File: config.mk
export PLATFORM = sky130hd
export DESIGN_NAME = xadc_pair_sampler
export DESIGN_NICKNAME = d
export VERILOG_FILES = /design/src/rtl/xadc_pkg.sv /design/src/rtl/sample_accumulator.sv /design/src/rtl/xadc_pair_sampler.sv
export SDC_FILE = /design/constraint.sdc
export NUM_CORES = 1
export LEC_CHECK = 0
export BUFFER_PORTS_ARGS = -buffer_cell sky130_fd_sc_hd__buf_2
export CAP_MARGIN = 20
export CORE_MARGIN = 2
export CORE_UTILIZATION = 55
export CTS_CLUSTER_DIAMETER = 200
export DETAILED_ROUTE_END_ITERATION = 16
export PLACE_DENSITY = 0.83
export SLEW_MARGIN = 20
export SYNTH_ARGS = -nofsm -noshare
export SYNTH_HDL_FRONTEND = slang
export SYNTH_SLANG_ARGS = --single-unit
File: constraint.sdc
create_clock -name CLK100MHZ -period 2.3 [get_ports CLK100MHZ]
set_input_delay 0.23 -clock CLK100MHZ [delete_from_list [all_inputs] [get_ports CLK100MHZ]]
set_output_delay 0.23 -clock CLK100MHZ [all_outputs]
set_load 0.03 [all_outputs]
File: src/rtl/xadc_pkg.sv
// Shared XADC DRP constants, widths and sampler FSM states.
// Used by the pair sampler and its accumulators.
package xadc_pkg;

    localparam int DRP_DATA_W = 16;
    localparam int DRP_ADDR_W = 7;
    localparam int ADC_W      = 12;

    localparam logic [DRP_ADDR_W-1:0] ADDR_VAUXP2 = 7'h12;
    localparam logic [DRP_ADDR_W-1:0] ADDR_VAUXP3 = 7'h13;

    typedef enum logic [2:0] {
        IDLE,
        REQ_L,
        WAIT_L,
        REQ_R,
        WAIT_R,
        UPDATE
    } state_t;

    // DRP status registers carry the 12-bit result left-justified
    function automatic logic [ADC_W-1:0] drp_result(
        input logic [DRP_DATA_W-1:0] d
    );
        return d[DRP_DATA_W-1 -: ADC_W];
    endfunction

endpackage

File: src/rtl/sample_accumulator.sv
// Sums 2^AVG_LOG2 12-bit samples; avg is the sum scaled back to 12 bits.
// Width is exact, so the sum never wraps.
module sample_accumulator
    import xadc_pkg::*;
#(
    parameter int AVG_LOG2 = 2
) (
    input  logic             clk,
    input  logic             rst,
    input  logic             clr,
    input  logic             add,
    input  logic [ADC_W-1:0] din,
    output logic [ADC_W-1:0] avg
);

    localparam int AW = ADC_W + AVG_LOG2;

    logic [AW-1:0] acc;

    always_ff @(posedge clk or posedge rst) begin
        if (rst) begin
            acc <= '0;
        end else if (clr) begin
            acc <= '0;
        end else if (add) begin
            acc <= acc + AW'(din);
        end
    end

    assign avg = acc[AW-1:AVG_LOG2];

endmodule

File: src/rtl/xadc_pair_sampler.sv
// Reads VAUXP3/VAUXP2 over DRP on each EOC, averages read pairs and
// publishes registered samples; flags DRP timeouts stickily.
module xadc_pair_sampler
    import xadc_pkg::*;
#(
    parameter logic [6:0] ADDR_L         = 7'h13,
    parameter logic [6:0] ADDR_R         = 7'h12,
    parameter int         AVG_LOG2       = 2,
    parameter int         TIMEOUT_CYCLES = 255
) (
    input  logic                  CLK100MHZ,
    input  logic                  rst,
    input  logic                  eoc_in,
    input  logic                  drdy_in,
    input  logic [DRP_DATA_W-1:0] do_in,
    output logic                  den_out,
    output logic                  dwe_out,
    output logic [DRP_ADDR_W-1:0] daddr_out,
    output logic [DRP_DATA_W-1:0] vauxp3,
    output logic [DRP_DATA_W-1:0] vauxp2,
    output logic                  sample_valid,
    output logic                  timeout_err
);

    localparam int CW = (AVG_LOG2 > 0) ? AVG_LOG2 : 1;
    localparam int TW = $clog2(TIMEOUT_CYCLES + 1);
    localparam logic [CW-1:0] PAIR_LAST = CW'((1 << AVG_LOG2) - 1);
    localparam logic [TW-1:0] TMO_LAST  = TW'(TIMEOUT_CYCLES - 1);

    state_t          state;
    state_t          nxt;
    logic [CW-1:0]   pair_cnt;
    logic [TW-1:0]   tmo_cnt;
    logic            add_l;
    logic            add_r;
    logic            acc_clr;
    logic            publish;
    logic            tmo_hit;
    logic            waiting;
    logic [ADC_W-1:0] sample;
    logic [ADC_W-1:0] avg_l;
    logic [ADC_W-1:0] avg_r;
    logic            unused_nib;

    assign sample     = drp_result(do_in);
    assign unused_nib = ^do_in[3:0];
    assign waiting    = (state == WAIT_L) || (state == WAIT_R);
    assign dwe_out    = 1'b0;

    always_comb begin
        nxt     = state;
        add_l   = 1'b0;
        add_r   = 1'b0;
        acc_clr = 1'b0;
        publish = 1'b0;
        tmo_hit = 1'b0;
        unique case (state)
            IDLE: begin
                if (eoc_in) nxt = REQ_L;
            end
            REQ_L: nxt = WAIT_L;
            WAIT_L: begin
                if (drdy_in) begin
                    add_l = 1'b1;
                    nxt   = REQ_R;
                end else if (tmo_cnt == TMO_LAST) begin
                    tmo_hit = 1'b1;
                    acc_clr = 1'b1;
                    nxt     = IDLE;
                end
            end
            REQ_R: nxt = WAIT_R;
            WAIT_R: begin
                if (drdy_in) begin
                    add_r = 1'b1;
                    nxt   = UPDATE;
                end else if (tmo_cnt == TMO_LAST) begin
                    tmo_hit = 1'b1;
                    acc_clr = 1'b1;
                    nxt     = IDLE;
                end
            end
            UPDATE: begin
                nxt = IDLE;
                if (pair_cnt == PAIR_LAST) begin
                    publish = 1'b1;
                    acc_clr = 1'b1;
                end
            end
            default: nxt = IDLE;
        endcase
    end

    always_ff @(posedge CLK100MHZ or posedge rst) begin
        if (rst) begin
            state     <= IDLE;
            den_out   <= 1'b0;
            daddr_out <= '0;
            tmo_cnt   <= '0;
            pair_cnt  <= '0;
        end else begin
            state   <= nxt;
            den_out <= (nxt == REQ_L) || (nxt == REQ_R);
            if (nxt == REQ_L) begin
                daddr_out <= ADDR_L;
            end else if (nxt == REQ_R) begin
                daddr_out <= ADDR_R;
            end
            // restarts from zero on every entry into a wait state
            tmo_cnt <= waiting ? tmo_cnt + 1'b1 : '0;
            if (tmo_hit || publish) begin
                pair_cnt <= '0;
            end else if (state == UPDATE) begin
                pair_cnt <= pair_cnt + 1'b1;
            end
        end
    end

    always_ff @(posedge CLK100MHZ or posedge rst) begin
        if (rst) begin
            vauxp3       <= '0;
            vauxp2       <= '0;
            sample_valid <= 1'b0;
            timeout_err  <= 1'b0;
        end else begin
            sample_valid <= publish;
            timeout_err  <= timeout_err | tmo_hit;
            if (publish) begin
                vauxp3 <= DRP_DATA_W'(avg_l);
                vauxp2 <= DRP_DATA_W'(avg_r);
            end
        end
    end

    sample_accumulator #(
        .AVG_LOG2(AVG_LOG2)
    ) u_acc_l (
        .clk(CLK100MHZ),
        .rst(rst),
        .clr(acc_clr),
        .add(add_l),
        .din(sample),
        .avg(avg_l)
    );

    sample_accumulator #(
        .AVG_LOG2(AVG_LOG2)
    ) u_acc_r (
        .clk(CLK100MHZ),
        .rst(rst),
        .clr(acc_clr),
        .add(add_r),
        .din(sample),
        .avg(avg_r)
    );

endmodule

==> reports/qor.txt <==
Largest stage delay, worst path: 0.64 ns
clk slew on worst S/H paths: 0.08 ns
area added between synthesis and finish: 13.5%
Placed Instances: 589
Worst Path Max Fanout: 11
type of origin of the critical path: flop
share of the synthesized area in the top cell type: 43.4%
post-DP HPWL: 6150 um
most frequent cell after synthesis: nand2_1
Mapped Area: 4040 um2
Chip Height: 89.7 um
first-pass GRT wire length: 14200 um
IO Port Bufs: 45
initial antenna violation count: 0
status: finished, final reports clean
DRC viols: 0
vias: 3328
MaxCap Viol Count: 0
FMAX: 473 MHz
routability congestion estimate: 0.853
Pleak: 2.37 nW
Pwr Density: 1240 nW/um2
Ys Warns: 0
clk sinks: 70
total negative slack: 0 ns
final hold violations: 0
Tot GR Track Use: 23.2%
Post-CTS Setup Inserts: 0
Worst EP arrival: 2.38 ns
Max Root-Sink Buffers: 2
Crit-path slowest cell: nor2_1
Synth Instances: 455
top_reg_cell synth: dfrtp_1
Final Instance Count excl. Fillers: 606
GRT overflow: 0
layout cells sized above 1: 16.0%
dominant cell type by area after synthesis: dfrtp_1
Initial Util: 56.3%
Min Clock Period, post-route: 2.11 ns
Detail Route Antenna Nets: 0
pre-CTS WS: 0.118 ns
syn_area_per_cell: 8.88 um2
NumNets Final: 551
unrepaired setup endpoints after global routing: no
Hold Path Class: in2reg
Slew HR: 45.3%
Storage cell area: 1750 um2
fillers: 598
peak supply drop: 410 uV
worst path cell trace: inv_1, ha_1, nand4b_1, nor4b_2, nor2_1, buf_4, nand3_1, o21ai_0
# H-tree levels: 3
most frequent cells after synthesis: 104 x nand2_1, 70 x dfrtp_1, 27 x ha_1
Row Count: 31
TritonCTS Buffers: 9
Setup Skew: 0.0119 ns
CTS root buf: clkbuf_8
DR iter-0 viols: 242
final wirelength: 8480 um
Vias/cell: 5.49
diode count: 0
hold slack: 0.179 ns
period utilization: 91.9%
Final setup viols: 0
CP Data Required Time: 2.57 ns
synthesized flop and latch total: 70
io pins: 63
synth top area cells: dfrtp_1 43%, nand2_1 9.7%, ha_1 8.4%
ys async rst share: 100%
largest net degree at the start of global routing: 29
EDFF count, synth: 0
DIE WIDTH: 89.7 um
final setup margin: 0.187 ns
die area: 8050 um2
Core Area: 7180 um2
Worst-Margin Slew: 0.818 ns
post-synth cell types: 48
DR pass1 iterations: 4
per-cell routed wire length: 14.0 um
CP endpoint kind: flop
final max-slew violation count: 0
area of the multi-input gates: 2110 um2
vias in the first global route: 3122
CTS tree: done
sequential area share after synthesis: 43.4%
critical path class: reg2reg
Worst-Skew Late Latency: 0.36 ns
[logic make-up (layout without fill, tap and decap cells)]
group / Yosys count / count (layout) / share of synthesized area (%)
compound gates: 89 / 89 / 13.8
xor+xnor: 24 / 24 / 5.20
other cells: 1 / 13 / 0.0928
fa+ha+maj: 29 / 29 / 9.36
simple gates: 192 / 192 / 21.6
flops: 70 / 70 / 43.4
mux: 3 / 3 / 0.744
buf+inv: 47 / 87 / 5.86
[cell usage in the layout, fill, tap and decap left out, types with 3 or more instances in the layout]
cell       Yosys  layout
buf_2          3      45
mux2i_1        3       3
xnor2_1        8       8
nand4_1        4       4
clkbuf_8       0      11
dfrtp_1       70      70
xor2_1        16      16
nor2_1        25      25
nand2b_1       7       7
o2111ai_1      3       3
and3_1         5       5
o21ai_0       22      22
o211ai_1       3       3
conb_1         1      13
a31oi_1        7       7
o22ai_1       10      10
buf_4         15      11
a21o_1         8       8
nor2b_1        3       3
and2_1         3       3
a21oi_1       23      23
nor3_1         5       5
nand2_1      104     104
ha_1          27      27
nand3_1       25      25
inv_1         13      12
[worst max-delay path, delay by kind of cell (launching register included)]
kind / cells / cell delay [ns]
simple gates: 4 / 0.96
flops: 1 / 0.44
buf+inv: 2 / 0.33
fa+ha+maj: 1 / 0.20
compound gates: 1 / 0.09
[state kept, by name, summed over array words and instances, names as in the netlist]
name / cells
vauxp3: 12
tmo_cnt: 8
vauxp2: 12
sample_valid: 1
u_acc_r.acc: 14
u_acc_l.acc: 14
daddr_out: 2
pair_cnt: 2
state: 3
timeout_err: 1
den_out: 1
[final timing paths]
check	depth (start not counted)	end	slack [ns]	startpoint
min in group asynchronous	3	u_acc_r.acc[11]	0.46	rst
hold / removal	3	daddr_out[0]	0.18	eoc_in
max in group asynchronous	4	u_acc_r.acc[13]	1.14	rst
setup / recovery	8	u_acc_r.acc[7]	0.19	tmo_cnt[0]
setup reg to reg	8	u_acc_r.acc[7]	0.19	tmo_cnt[0]
hold reg to reg	2	vauxp3[7]	0.47	vauxp3[7]
[repair_timing]
| action | in CTS | in global routing |
|---|---|---|
| hold buffers | 1 | 0 |
| gates resized for setup | 0 | 2 |
| endpoints found under the hold margin | 26 | 0 |
| endpoints found under the setup margin | 0 | 2 |
[power by group]
part           switching (mW)  leakage [nW]  internal, mW
combinational            1.54          1.35          1.04
sequential              0.338         0.905          1.62
clock                   0.480         0.116         0.669
total                    2.35          2.37          3.33
[per-layer routing]
metal	global-route usage (%)	wire length [um]	vias to the layer above
met4	10.3	181	0
li1	-	-	1639
met2	37.7	4100	88
met5	0	0	-
met3	6.40	442	17
met1	28.8	3760	1584
[cell type report]
class	count	area share [%]
multi-input combinational	350	45.9
sequential	70	38.2
timing repair buffer	57	6.93
clock buffer	11	3.30
tap	99	2.70
clock inverter	5	1.77
inverter	14	1.15
[metrics by stage]
| step | area (um2) | power [mW] | utilization, % |
|---|---|---|---|
| global placement | 4330 | 4.39 | 60.4 |
| detailed placement | 4330 | 4.51 | 60.4 |
| global route | 4590 | 6.16 | 63.9 |
| floorplan | 4080 | 3.95 | - |
| finish | 4590 | 5.69 | 63.9 |
| CTS | 4570 | 5.68 | 63.7 |
(Power assumes the default switching activity.)
